### src/rtl/toe_pkg.sv
// Shared definitions for the TCP offload connection table.
// Holds table geometry, tuple field layout, response codes and FSM encoding.
// Pure declarations; no logic.
package toe_pkg;

  localparam int DEPTH   = 16;
  localparam int ID_W    = $clog2(DEPTH);
  localparam int CNT_W   = $clog2(DEPTH + 1);
  localparam int TUPLE_W = 36;

  // Tuple layout, MSB first: {dst_port, src_port, dst_ip, src_ip, dst_mac, src_mac}
  localparam int SRC_MAC_LSB  = 0;
  localparam int SRC_MAC_W    = 6;
  localparam int DST_MAC_LSB  = 6;
  localparam int DST_MAC_W    = 6;
  localparam int SRC_IP_LSB   = 12;
  localparam int SRC_IP_W     = 7;
  localparam int DST_IP_LSB   = 19;
  localparam int DST_IP_W     = 7;
  localparam int SRC_PORT_LSB = 26;
  localparam int SRC_PORT_W   = 5;
  localparam int DST_PORT_LSB = 31;
  localparam int DST_PORT_W   = 5;

  typedef enum logic [1:0] {
    ERR_OK   = 2'b00,
    ERR_DUP  = 2'b01,
    ERR_FULL = 2'b10,
    ERR_BAD  = 2'b11
  } resp_err_e;

  typedef enum logic [1:0] {
    ST_IDLE = 2'b00,
    ST_SCAN = 2'b01,
    ST_KILL = 2'b10,
    ST_RESP = 2'b11
  } state_e;

endpackage

### src/rtl/toe_conn_table_if.sv
// Request/response bus of the connection table.
// Request side is valid/ready; response side is a one-cycle pulse.
// master drives requests, slave (the table) answers.
interface toe_conn_table_if #(
  parameter int ID_W    = toe_pkg::ID_W,
  parameter int TUPLE_W = toe_pkg::TUPLE_W,
  parameter int CNT_W   = toe_pkg::CNT_W
);
  import toe_pkg::*;

  logic               req_valid;
  logic               req_ready;
  logic               req_new;
  logic               req_kill;
  logic [ID_W-1:0]    req_kill_id;
  logic [TUPLE_W-1:0] req_tuple;
  logic               resp_valid;
  logic [ID_W-1:0]    resp_id;
  logic [1:0]         resp_err;
  logic               busy;
  logic [CNT_W-1:0]   active_count;

  modport master (
    output req_valid, req_new, req_kill, req_kill_id, req_tuple,
    input  req_ready, resp_valid, resp_id, resp_err, busy, active_count
  );

  modport slave (
    input  req_valid, req_new, req_kill, req_kill_id, req_tuple,
    output req_ready, resp_valid, resp_id, resp_err, busy, active_count
  );

endinterface

### src/rtl/toe_tuple_ram.sv
// Tuple storage: single address port, synchronous write, combinational read.
// Latency: read 0 cycles, write visible after the next rising edge.
// No backpressure; contents are not reset.
module toe_tuple_ram #(
  parameter int DEPTH   = toe_pkg::DEPTH,
  parameter int TUPLE_W = toe_pkg::TUPLE_W,
  parameter int ID_W    = $clog2(DEPTH)
) (
  input  logic               i_clk,
  input  logic               i_we,
  input  logic [ID_W-1:0]    i_addr,
  input  logic [TUPLE_W-1:0] i_wdat,
  output logic [TUPLE_W-1:0] o_rdat
);

  logic [TUPLE_W-1:0] r_mem [DEPTH];

  // Write port: one tuple per cycle at the shared address.
  always_ff @(posedge i_clk) begin
    if (i_we) r_mem[i_addr] <= i_wdat;
  end

  assign o_rdat = r_mem[i_addr];

endmodule

### src/rtl/toe_conn_table.sv
// Connection table: open (linear scan for duplicate/free slot) or close entries.
// Latency: new -> resp DEPTH+1 cycles after accept, kill -> 2, no opcode -> 1.
// One request in flight; req_ready low outside IDLE, requests then are ignored.
module toe_conn_table
  import toe_pkg::*;
#(
  parameter int DEPTH   = toe_pkg::DEPTH,
  parameter int TUPLE_W = toe_pkg::TUPLE_W
) (
  input  logic            i_clk,
  input  logic            i_rst_n,
  toe_conn_table_if.slave bus
);

  localparam int IW = $clog2(DEPTH);
  localparam int CW = $clog2(DEPTH + 1);
  localparam logic [IW-1:0] LAST_IDX = IW'(DEPTH - 1);

  state_e             r_state;
  logic [DEPTH-1:0]   r_valid;
  logic [IW-1:0]      r_idx;
  logic [TUPLE_W-1:0] r_tuple;
  logic [IW-1:0]      r_kill_id;
  logic               r_match_found;
  logic [IW-1:0]      r_match_idx;
  logic               r_free_found;
  logic [IW-1:0]      r_free_idx;
  logic               r_alloc;
  logic               r_ready;
  logic               r_resp_valid;
  logic [IW-1:0]      r_resp_id;
  resp_err_e          r_resp_err;
  logic [CW-1:0]      r_count;

  logic [TUPLE_W-1:0] w_ram_rdat;
  logic [IW-1:0]      w_ram_addr;
  logic               w_ram_we;
  logic               w_hit;
  logic               w_free;
  logic               w_match_any;
  logic [IW-1:0]      w_match_idx;
  logic               w_free_any;
  logic [IW-1:0]      w_free_idx;

  // The RAM has one port: it is read by the scan, and the allocated tuple is
  // written during RESP, after the scan has finished with the port.
  assign w_ram_we   = (r_state == ST_RESP) && r_alloc;
  assign w_ram_addr = (r_state == ST_RESP) ? r_resp_id : r_idx;

  toe_tuple_ram #(
    .DEPTH   (DEPTH),
    .TUPLE_W (TUPLE_W),
    .ID_W    (IW)
  ) u_ram (
    .i_clk  (i_clk),
    .i_we   (w_ram_we),
    .i_addr (w_ram_addr),
    .i_wdat (r_tuple),
    .o_rdat (w_ram_rdat)
  );

  // Current scan entry, merged with what earlier entries already recorded so
  // the final decision can be taken on the last scan cycle itself.
  assign w_hit       = r_valid[r_idx] && (w_ram_rdat == r_tuple);
  assign w_free      = !r_valid[r_idx];
  assign w_match_any = r_match_found || w_hit;
  assign w_match_idx = r_match_found ? r_match_idx : r_idx;
  assign w_free_any  = r_free_found || w_free;
  assign w_free_idx  = r_free_found ? r_free_idx : r_idx;

  // Control FSM with valid bits, occupancy counter and registered outputs.
  always_ff @(posedge i_clk or negedge i_rst_n) begin
    if (!i_rst_n) begin
      r_state       <= ST_IDLE;
      r_valid       <= '0;
      r_idx         <= '0;
      r_tuple       <= '0;
      r_kill_id     <= '0;
      r_match_found <= 1'b0;
      r_match_idx   <= '0;
      r_free_found  <= 1'b0;
      r_free_idx    <= '0;
      r_alloc       <= 1'b0;
      r_ready       <= 1'b1;
      r_resp_valid  <= 1'b0;
      r_resp_id     <= '0;
      r_resp_err    <= ERR_OK;
      r_count       <= '0;
    end else begin
      case (r_state)
        ST_IDLE: begin
          r_resp_valid <= 1'b0;
          r_alloc      <= 1'b0;
          if (bus.req_valid) begin
            r_tuple   <= bus.req_tuple;
            r_kill_id <= bus.req_kill_id;
            r_ready   <= 1'b0;
            if (bus.req_kill) begin
              r_state <= ST_KILL;
            end else if (bus.req_new) begin
              r_state       <= ST_SCAN;
              r_idx         <= '0;
              r_match_found <= 1'b0;
              r_free_found  <= 1'b0;
            end else begin
              r_state      <= ST_RESP;
              r_resp_valid <= 1'b1;
              r_resp_id    <= '0;
              r_resp_err   <= ERR_BAD;
            end
          end
        end

        ST_SCAN: begin
          if (w_hit && !r_match_found) begin
            r_match_found <= 1'b1;
            r_match_idx   <= r_idx;
          end
          if (w_free && !r_free_found) begin
            r_free_found <= 1'b1;
            r_free_idx   <= r_idx;
          end
          if (r_idx == LAST_IDX) begin
            r_state      <= ST_RESP;
            r_resp_valid <= 1'b1;
            if (w_match_any) begin
              r_resp_id  <= w_match_idx;
              r_resp_err <= ERR_DUP;
            end else if (!w_free_any) begin
              r_resp_id  <= '0;
              r_resp_err <= ERR_FULL;
            end else begin
              r_valid[w_free_idx] <= 1'b1;
              r_alloc             <= 1'b1;
              r_resp_id           <= w_free_idx;
              r_resp_err          <= ERR_OK;
              if (r_count != CW'(DEPTH)) r_count <= r_count + CW'(1);
            end
          end else begin
            r_idx <= r_idx + IW'(1);
          end
        end

        ST_KILL: begin
          r_state      <= ST_RESP;
          r_resp_valid <= 1'b1;
          r_resp_id    <= r_kill_id;
          if (r_valid[r_kill_id]) begin
            r_valid[r_kill_id] <= 1'b0;
            r_resp_err         <= ERR_OK;
            if (r_count != '0) r_count <= r_count - CW'(1);
          end else begin
            r_resp_err <= ERR_BAD;
          end
        end

        ST_RESP: begin
          r_state      <= ST_IDLE;
          r_resp_valid <= 1'b0;
          r_alloc      <= 1'b0;
          r_ready      <= 1'b1;
        end

        default: begin
          r_state <= ST_IDLE;
          r_ready <= 1'b1;
        end
      endcase
    end
  end

  assign bus.req_ready    = r_ready;
  assign bus.busy         = !r_ready;
  assign bus.resp_valid   = r_resp_valid;
  assign bus.resp_id      = r_resp_id;
  assign bus.resp_err     = r_resp_err;
  assign bus.active_count = r_count;

endmodule
### src/flat_wrapper.sv
// flat-port wrapper written by rule: the top's interface ports become plain ports
module toe_conn_table_flat import toe_pkg::*;
#(
  parameter int DEPTH   = toe_pkg::DEPTH,
  parameter int TUPLE_W = toe_pkg::TUPLE_W
)
  (i_clk, i_rst_n, bus_req_valid, bus_req_new, bus_req_kill, bus_req_kill_id, bus_req_tuple, bus_req_ready, bus_resp_valid, bus_resp_id, bus_resp_err, bus_busy, bus_active_count);
  toe_conn_table_if #(.TUPLE_W(TUPLE_W)) bus_i ();
  input  logic i_clk;
  input  logic i_rst_n;
  input wire logic [$bits(bus_i.req_valid)-1:0] bus_req_valid;
  input wire logic [$bits(bus_i.req_new)-1:0] bus_req_new;
  input wire logic [$bits(bus_i.req_kill)-1:0] bus_req_kill;
  input wire logic [$bits(bus_i.req_kill_id)-1:0] bus_req_kill_id;
  input wire logic [$bits(bus_i.req_tuple)-1:0] bus_req_tuple;
  output wire logic [$bits(bus_i.req_ready)-1:0] bus_req_ready;
  output wire logic [$bits(bus_i.resp_valid)-1:0] bus_resp_valid;
  output wire logic [$bits(bus_i.resp_id)-1:0] bus_resp_id;
  output wire logic [$bits(bus_i.resp_err)-1:0] bus_resp_err;
  output wire logic [$bits(bus_i.busy)-1:0] bus_busy;
  output wire logic [$bits(bus_i.active_count)-1:0] bus_active_count;
  assign bus_i.req_valid = bus_req_valid;
  assign bus_i.req_new = bus_req_new;
  assign bus_i.req_kill = bus_req_kill;
  assign bus_i.req_kill_id = bus_req_kill_id;
  assign bus_i.req_tuple = bus_req_tuple;
  assign bus_req_ready = bus_i.req_ready;
  assign bus_resp_valid = bus_i.resp_valid;
  assign bus_resp_id = bus_i.resp_id;
  assign bus_resp_err = bus_i.resp_err;
  assign bus_busy = bus_i.busy;
  assign bus_active_count = bus_i.active_count;
  toe_conn_table #(.DEPTH(DEPTH), .TUPLE_W(TUPLE_W)) u_core (.i_clk(i_clk), .i_rst_n(i_rst_n), .bus(bus_i));
endmodule
### config.mk
export PLATFORM = sky130hd
export DESIGN_NAME = toe_conn_table_flat
export DESIGN_NICKNAME = d
export VERILOG_FILES = /design/src/rtl/toe_pkg.sv /design/src/rtl/toe_conn_table_if.sv /design/src/rtl/toe_tuple_ram.sv /design/src/rtl/toe_conn_table.sv /design/src/flat_wrapper.sv
export SDC_FILE = /design/constraint.sdc
export NUM_CORES = 1
export LEC_CHECK = 0
export CORE_UTILIZATION = 45
export DETAILED_ROUTE_END_ITERATION = 16
export PLACE_DENSITY_LB_ADDON = 0.3
export RECOVER_POWER = 25
export SYNTH_ARGS = -nofsm -noshare
export SYNTH_HDL_FRONTEND = slang
export SYNTH_SLANG_ARGS = --single-unit
### constraint.sdc
create_clock -name i_clk -period 7.4 [get_ports i_clk]
set_input_delay 1.48 -clock i_clk [delete_from_list [all_inputs] [get_ports i_clk]]
set_output_delay 1.48 -clock i_clk [all_outputs]
set_load 0.03 [all_outputs]
==> key figures, run 1 <==
Run status
  – Status: completed

Clock tree
  – Worst-skew pair later-pin latency: 0.62 ns
  – Num CTS Buffers: 71
  – Hold buffer count at CTS: 0
  – CTS resizes: 0
  – H-tree levels: 3
  – Clock Sinks: 662
  – Longest Clk Path Bufs: 3
  – CTS tree: built
  – # Post-CTS Setup Buffers: 0
  – Clock transition at path regs: 0.06 ns
  – Clock Tree Root: clkbuf_16

Timing
  – RSZ-0062 raised after global routing: false
  – Final Critical Period: 6.12 ns
  – Relative slew slack: 21.2%
  – Setup ws final: 1.28 ns
  – Final period util: 82.7%
  – Final setup fails: 0
  – Clock skew: 0.0302 ns
  – Worst-Margin Slew: 1.17 ns
  – Maximum clock frequency: 163 MHz
  – Setup tns final: 0 ns
  – Fin. Hold Viols: 0
  – Pins Over Slew Limit: 0

Place
  – Detailed Place HPWL: 41.0 mm
  – Port Buffers: 58
  – GP Congestion: 0.811
  – Post-DP Area: 0.0297 mm2
  – Worst slack, placed: 1.55 ns

Layout
  – Layout area overhead: 12.8%
  – Antenna cell count: 0
  – Final Instance Area: 0.0321 mm2
  – Nets@finish: 2013
  – Fraction of layout cells with a size suffix above 1: 13.9%

Route
  – Initial drt markers: 2369
  – Final wirelength: 76.3 mm
  – Routed Antenna Nets: 0
  – Drc violations: 0
  – Vias/cell: 6.34
  – Wire per inst: 26.8 um
  – Drt pass-1 iters: 5
  – Vias: 18100

Synth
  – Top_reg_cell synth: edfxtp_1
  – Ys Warns: 0
  – Ys async rst share: 13.0%
  – Register area share after synthesis: 68.4%
  – Post-synth EDFFs: 576
  – Cell variety after synth: 81
  – Synthesized Nets: 1984
  – Syn_area_per_cell: 14.7 um2
  – FF+latch count, synth: 662
  – Synth Cell Area: 0.0284 mm2
  – Post-Synthesis Cells: 1929

Critical path
  – Max FO, Critical Path: 55
  – CP Capture Type: flop
  – Setup CP Type: flop to flop
  – Setup crit start kind: flop
  – Critical Path RT: 7.86 ns
  – WP data arrival: 6.58 ns
  – RR Startpoint: u_core.r_idx[1]
  – CP Launch Point: u_core.r_idx[1]

Floorplanning
  – Initial Util: 45.8%
  – # rows: 91
  – CORE AREA: 0.0621 mm2
  – Num ports: 59
  – Die Ht: 253 um
  – Die X: 253 um
  – DIE AREA: 0.0642 mm2

Hold path
  – Hold path start: u_core.bus.resp_valid
  – Hold crit path type: flop to flop

Pwr
  – P_leak: 10.4 nW
  – P per Cell Area: 422 mW/mm2
  – Max VDD drop: 0.000273 V

Global routing
  – First-pass GRT wire length: 114 mm
  – Pin count of the biggest net entering global routing: 69
  – Total grt overflow: 0
  – Vias in the first global route: 18200
  – Number of antenna violations at the first check in global routing: 0
  – Gr usage total: 24.0%

Run
  – Max Cap Viol: 0
[layout make-up]
class	instances	area, um2
repair buffers	105	977
multi-input cells	1100	8190
flip-flops and latches	662	19500
fillers	4983	30000
well taps	837	1050
inverters	18	67.6
clock inverters	26	302
clock buffers	104	2050
[metal layers]
metal  share of wire (%)  GRT usage, %  up-vias
met2                  48          38.6      969
met1                  41          33.1     9200
li1                    -             -     7768
met3                 8.8          4.33      154
met4                 2.6          7.39        0
met5                   0             0        -
[flip-flops by register name (all words and copies together) (netlist names)]
| name | cells |
|---|---|
| u_core.r_alloc | 1 |
| u_core.r_idx | 4 |
| u_core.r_tuple | 36 |
| u_core.u_ram.r_mem | 576 |
| u_core.r_match_idx | 4 |
| u_core.r_free_found | 1 |
| u_core.r_free_idx | 4 |
| u_core.bus.resp_err | 2 |
| u_core.bus.req_ready | 1 |
| u_core.bus.active_count | 5 |
| u_core.r_valid | 16 |
| u_core.bus.resp_valid | 1 |
| u_core.r_kill_id | 4 |
| u_core.r_match_found | 1 |
| u_core.bus.resp_id | 4 |
| u_core.r_state | 2 |
[cells in the mapped netlist (all sizes together) (10+ instances only)]
master,instances,share of area (%)
nand3,17,0.34
nand4,19,0.42
o21ai,37,0.65
nand2,34,0.45
mux2,53,2.1
o31ai,10,0.26
edfxtp,576,61
o41ai,65,2.1
mux2i,103,3.7
o22ai,11,0.24
o41a,18,0.71
xnor2,18,0.58
a21oi,415,7.3
a22o,10,0.31
a22oi,36,0.95
buf,121,2.8
clkbuf,28,0.37
nor4,29,0.70
dfrtp,85,7.5
inv,17,0.22
nor2,44,0.59
xor2,21,0.65
mux4,29,2.3
o22a,10,0.31
[final timing paths]
| kind | end | slack, ns | depth (start not counted) |
|---|---|---|---|
| max | u_core.r_valid[15] | 1.28 | 13 |
| min | u_core.bus.resp_valid | 0.51 | 2 |
| max reg2reg | u_core.r_valid[15] | 1.28 | 13 |
| min reg2reg | u_core.bus.resp_valid | 0.51 | 2 |
| max in group asynchronous | u_core.bus.resp_id[1] | 5.35 | 2 |
| min in group asynchronous | u_core.r_tuple[0] | 0.78 | 1 |
[where the power goes]
| part | leakage, nW | internal [W] | total [W] | switching (W) |
|---|---|---|---|---|
| sequential | 6.25 | 0.00479 | 0.00554 | 0.000748 |
| clock | 1.14 | 0.00214 | 0.00358 | 0.00144 |
| combinational | 3.05 | 0.00166 | 0.00442 | 0.00277 |
[cells by family after synthesis]
family | synth area share (%)
AO/OA/AOI/OAI | 14.2
AND/OR/NAND/NOR | 4.28
multiplexers | 8.08
buffers and inverters | 3.41
adder cells (fa/ha/maj) | 0.466
flip-flops | 68.4
XOR/XNOR | 1.23
[cell usage in the layout, fill, tap and decap left out, types with 7 or more instances in the layout]
| cell | instances |
|---|---|
| nor4_1 | 26 |
| clkdlybuf4s50_1 | 57 |
| a22oi_1 | 36 |
| buf_4 | 43 |
| o22ai_1 | 11 |
| clkbuf_16 | 74 |
| dfrtp_1 | 83 |
| clkbuf_1 | 22 |
| o2111ai_1 | 8 |
| nor2_1 | 24 |
| nand3_1 | 16 |
| o41ai_1 | 63 |
| mux4_2 | 29 |
| o22a_1 | 10 |
| mux2i_1 | 102 |
| a21oi_1 | 412 |
| o41a_1 | 18 |
| clkinv_1 | 8 |
| clkbuf_8 | 9 |
| xnor2_1 | 17 |
| nor3_1 | 9 |
| inv_1 | 17 |
| nand4_1 | 19 |
| nand2_1 | 33 |
| edfxtp_1 | 576 |
| mux2_2 | 51 |
| ha_1 | 9 |
| xor2_1 | 21 |
| o21ai_0 | 35 |
| nor2_4 | 17 |
| o31a_1 | 7 |
| o31ai_1 | 10 |
| a22o_1 | 10 |
[through the flow]
| step | cells | util [%] | hold slack, ns | total power [W] |
|---|---|---|---|---|
| floorplan | 1929 | - | 0.476 | 0.00853 |
| global placement | 2722 | 47.9 | 0.490 | 0.00986 |
| detailed placement | 2722 | 47.9 | 0.494 | 0.00996 |
| CTS | 2852 | 51.7 | 0.511 | 0.0135 |
| global route | 2852 | 51.7 | 0.539 | 0.0141 |
| finish | 2852 | 51.7 | 0.510 | 0.0135 |
[critical path, cell delays in order, from the launching register on]
cell       delay [ns]
dfrtp_2          1.01
or3b_4           0.89
buf_4            0.43
a21oi_1          0.12
o41ai_1          0.44
o2111ai_1        0.19
xor2_1           0.28
nand3_1          0.17
nor4_1           1.01
o22a_1           0.22
o21a_1           0.46
buf_4            0.35
nand2b_1         0.21
o21ai_0          0.12
(Power assumes the default switching activity.)
==> run 2, diff against run 1 <==
==> constraint.sdc (replaced) <==
create_clock -name i_clk -period 4.9 [get_ports i_clk]
set_input_delay 0.98 -clock i_clk [delete_from_list [all_inputs] [get_ports i_clk]]
set_output_delay 0.98 -clock i_clk [all_outputs]
set_load 0.03 [all_outputs]
==> run 2 against run 1 <==
  * Non-clock buffer count is 52 higher
  * Sequential cell count is the same
  * Cell area is 2.0% higher
  * Global-route usage shrank 0.067 points
  * The flow now finishes with violations (capacitance limit, slew limit)
  * Die area unchanged
  * Critical path type unchanged
  * Sequential share of layout area fell by 1.2 points
  * Maximum frequency up 32%
  * Critical path depth grew 2
  * Largest cell class unchanged
  * Core utilization up 1.1 points
  * Worst hold slack got worse by 0.0044 ns
  * Via count rose by 0.40%
==> key figures, run 2 (synthesized netlist as in run 1, its figures left out) <==
Timing
  – Final setup fails: 0 (unchanged)
  – Worst-Margin Slew: 3.45 ns (+2.28 ns)
  – Pins Over Slew Limit: 55 (+55)
  – Fin. Hold Viols: 0 (unchanged)
  – Setup ws final: 0.252 ns (-1.03 ns)
  – RSZ-0062 raised after global routing: false
  – Final Critical Period: 4.65 ns (-1.47 ns)
  – Maximum clock frequency: 215 MHz (+32%)
  – Final period util: 94.9% (+12 points)
  – Clock skew: 0.0340 ns (+0.00383 ns)
  – Setup tns final: 0 ns (unchanged)
  – Relative slew slack: -130% (-150 points)

Route
  – Wire per inst: 26.7 um (-0.24%)
  – Vias/cell: 6.25 (-1.5%)
  – Drt pass-1 iters: 5 (unchanged)
  – Drc violations: 0 (unchanged)
  – Routed Antenna Nets: 0 (unchanged)
  – Vias: 18200 (+0.40%)
  – Final wirelength: 77.6 mm (+1.7%)
  – Initial drt markers: 2004 (-15%)

Place
  – # placed instances: 2774 (+1.9%)
  – GP Congestion: 0.853 (+5.1%)
  – Port Buffers: 58 (unchanged)
  – Worst slack, placed: 0.0834 ns (-1.46 ns)
  – Detailed Place HPWL: 44.1 mm (+7.5%)

Layout
  – Sequential Area: 0.0195 mm2 (unchanged)
  – Max FFs per register: 576 (unchanged)
  – Most frequent cells in the layout: edfxtp_1, a21oi_1, mux2i_1
  – Top Registers: u_core.u_ram.r_mem: 576 flops, u_core.r_tuple: 36 flops, u_core.r_valid: 16 flops
  – Commonest non-fill, non-tap cell in the layout: edfxtp_1
  – Fraction of layout cells with a size suffix above 1: 16.2% (+2.3 points)
  – Multi-input logic area: 0.00823 mm2 (+0.43%)
  – Finished Layout Cells: 2908 (+2.0%)
  – Nets@finish: 2069 (+2.8%)
  – Final Core Density: 52.8% (+1.1 points)
  – Fill count: 5001 (+0.36%)
  – Largest reg by FF count: u_core.u_ram.r_mem
  – Layout area overhead: 15.1%

Floorplanning
  – # rows: 91 (unchanged)
  – Die X: 253 um (unchanged)
  – DIE AREA: 0.0642 mm2 (unchanged)
  – Num ports: 59 (unchanged)
  – CORE AREA: 0.0621 mm2 (unchanged)
  – Initial Util: 45.8% (unchanged)
  – Die Ht: 253 um (unchanged)

Clock tree
  – Num CTS Buffers: 72 (+1.4%)
  – Hold buffer count at CTS: 0 (unchanged)
  – # Post-CTS Setup Buffers: 0 (unchanged)
  – Clock Sinks: 662 (unchanged)
  – Clock Tree Root: clkbuf_16
  – Clock transition at path regs: 0.06 ns (about the same)
  – Longest Clk Path Bufs: 3 (unchanged)
  – Worst-skew pair later-pin latency: 0.62 ns (about the same)
  – CTS tree: built
  – H-tree levels: 3 (unchanged)

Pwr
  – PnR Total Power: 0.0210 W (+55%)
  – Max VDD drop: 0.000417 V (+53%)
  – P_leak: 10.8 nW (+3.4%)
  – P per Cell Area: 640 mW/mm2 (+52%)

Run status
  – Status: finished with violations
  – Failing checks: capacitance limit, slew limit

Critical path
  – Critical Path RT: 5.36 ns (-2.50 ns)
  – Setup crit start kind: flop
  – WP data arrival: 5.11 ns (-1.47 ns)
  – Setup CP Type: flop to flop
  – CP Capture Type: flop
  – Max FO, Critical Path: 35 (-36%)

Global routing
  – Total grt overflow: 0 (unchanged)
  – Pin count of the biggest net entering global routing: 59 (-14%)
  – First-pass GRT wire length: 114 mm (-0.76%)
  – Vias in the first global route: 17900 (-1.5%)
  – Number of antenna violations at the first check in global routing: 2 (+2)
  – Gr usage total: 23.9% (-0.067 points)

Run
  – Max Cap Viol: 1 (+1)

Hold path
  – Hold crit path type: flop to flop
run 2: changes by cell type in the layout (fill, tap and decap cells not counted), sizes merged, moves of 2 or more:
cell | before | now
buf | 47 | 98
clkinv | 15 | 23
clkbuf | 105 | 100
clkinvlp | 3 | 0
bufinv | 6 | 8
or3b | 4 | 6
run 2: repair_timing:
item,CTS,global route
hold endpoints to repair,0,0
setup endpoints to repair,0,26
resized for setup,0,2
run 2: per-stage QoR:
| step | area (um2) | hold slack, ns |
|---|---|---|
| 3_3_place_gp | 30300 | 0.492 |
| 5_1_grt | 32700 | 0.529 |
| 3_5_place_dp | 30300 | 0.502 |
| 6_report | 32700 | 0.505 |
| 2_1_floorplan | 28400 | 0.476 |
| 4_1_cts | 32700 | 0.501 |
run 2: area by class of cell:
cell class	count	area share, %
antenna	1	0.00764
clock buffer	98	6.17
clock inverter	32	1.12
inverter	18	0.206
multi-input combinational	1103	25.1
sequential	662	59.4
tap	837	3.20
timing repair buffer	157	4.78
run 2: layer usage:
metal | wire, um | vias up | part of all wire, % | global-route usage [%]
met5 | 13 | - | 0.017 | 0
met2 | 36400 | 902 | 47 | 37.9
met4 | 2150 | 2 | 2.8 | 7.83
li1 | - | 7877 | - | -
met1 | 32400 | 9213 | 42 | 33.1
met3 | 6660 | 170 | 8.6 | 4.80
run 2: path summary, 6_finish.rpt:
| path | slack (ns) | from | depth (start not counted) | end |
|---|---|---|---|---|
| worst max-delay path | 0.25 | u_core.bus.resp_id[1] | 15 | u_core.r_valid[15] |
| worst max register to register | 0.25 | u_core.bus.resp_id[1] | 15 | u_core.r_valid[15] |
| worst min-delay path | 0.51 | u_core.bus.resp_valid | 2 | u_core.bus.resp_valid |
| min in group asynchronous | 1.55 | i_rst_n | 1 | u_core.r_idx[0] |
| worst min register to register | 0.51 | u_core.bus.resp_valid | 2 | u_core.bus.resp_valid |
| max in group asynchronous | 1.15 | i_rst_n | 1 | u_core.bus.resp_id[1] |
run 2: critical path, stage by stage (launching register included):
cell	delay, ns
dfrtp_2	0.58
buf_4	0.38
buf_4	0.55
mux2i_1	0.18
a22oi_1	0.22
a21oi_1	0.17
nor4_1	0.43
xnor2_1	0.21
nand4_1	0.12
or4_1	0.58
nor4_2	0.18
buf_4	0.19
o21a_1	0.18
buf_12	0.20
nand2b_1	0.20
o21ai_0	0.11
run 2: where the power goes:
group,internal (W),switching [W]
logic,0.00281,0.00433
clock network,0.00331,0.00218
registers,0.00724,0.00108
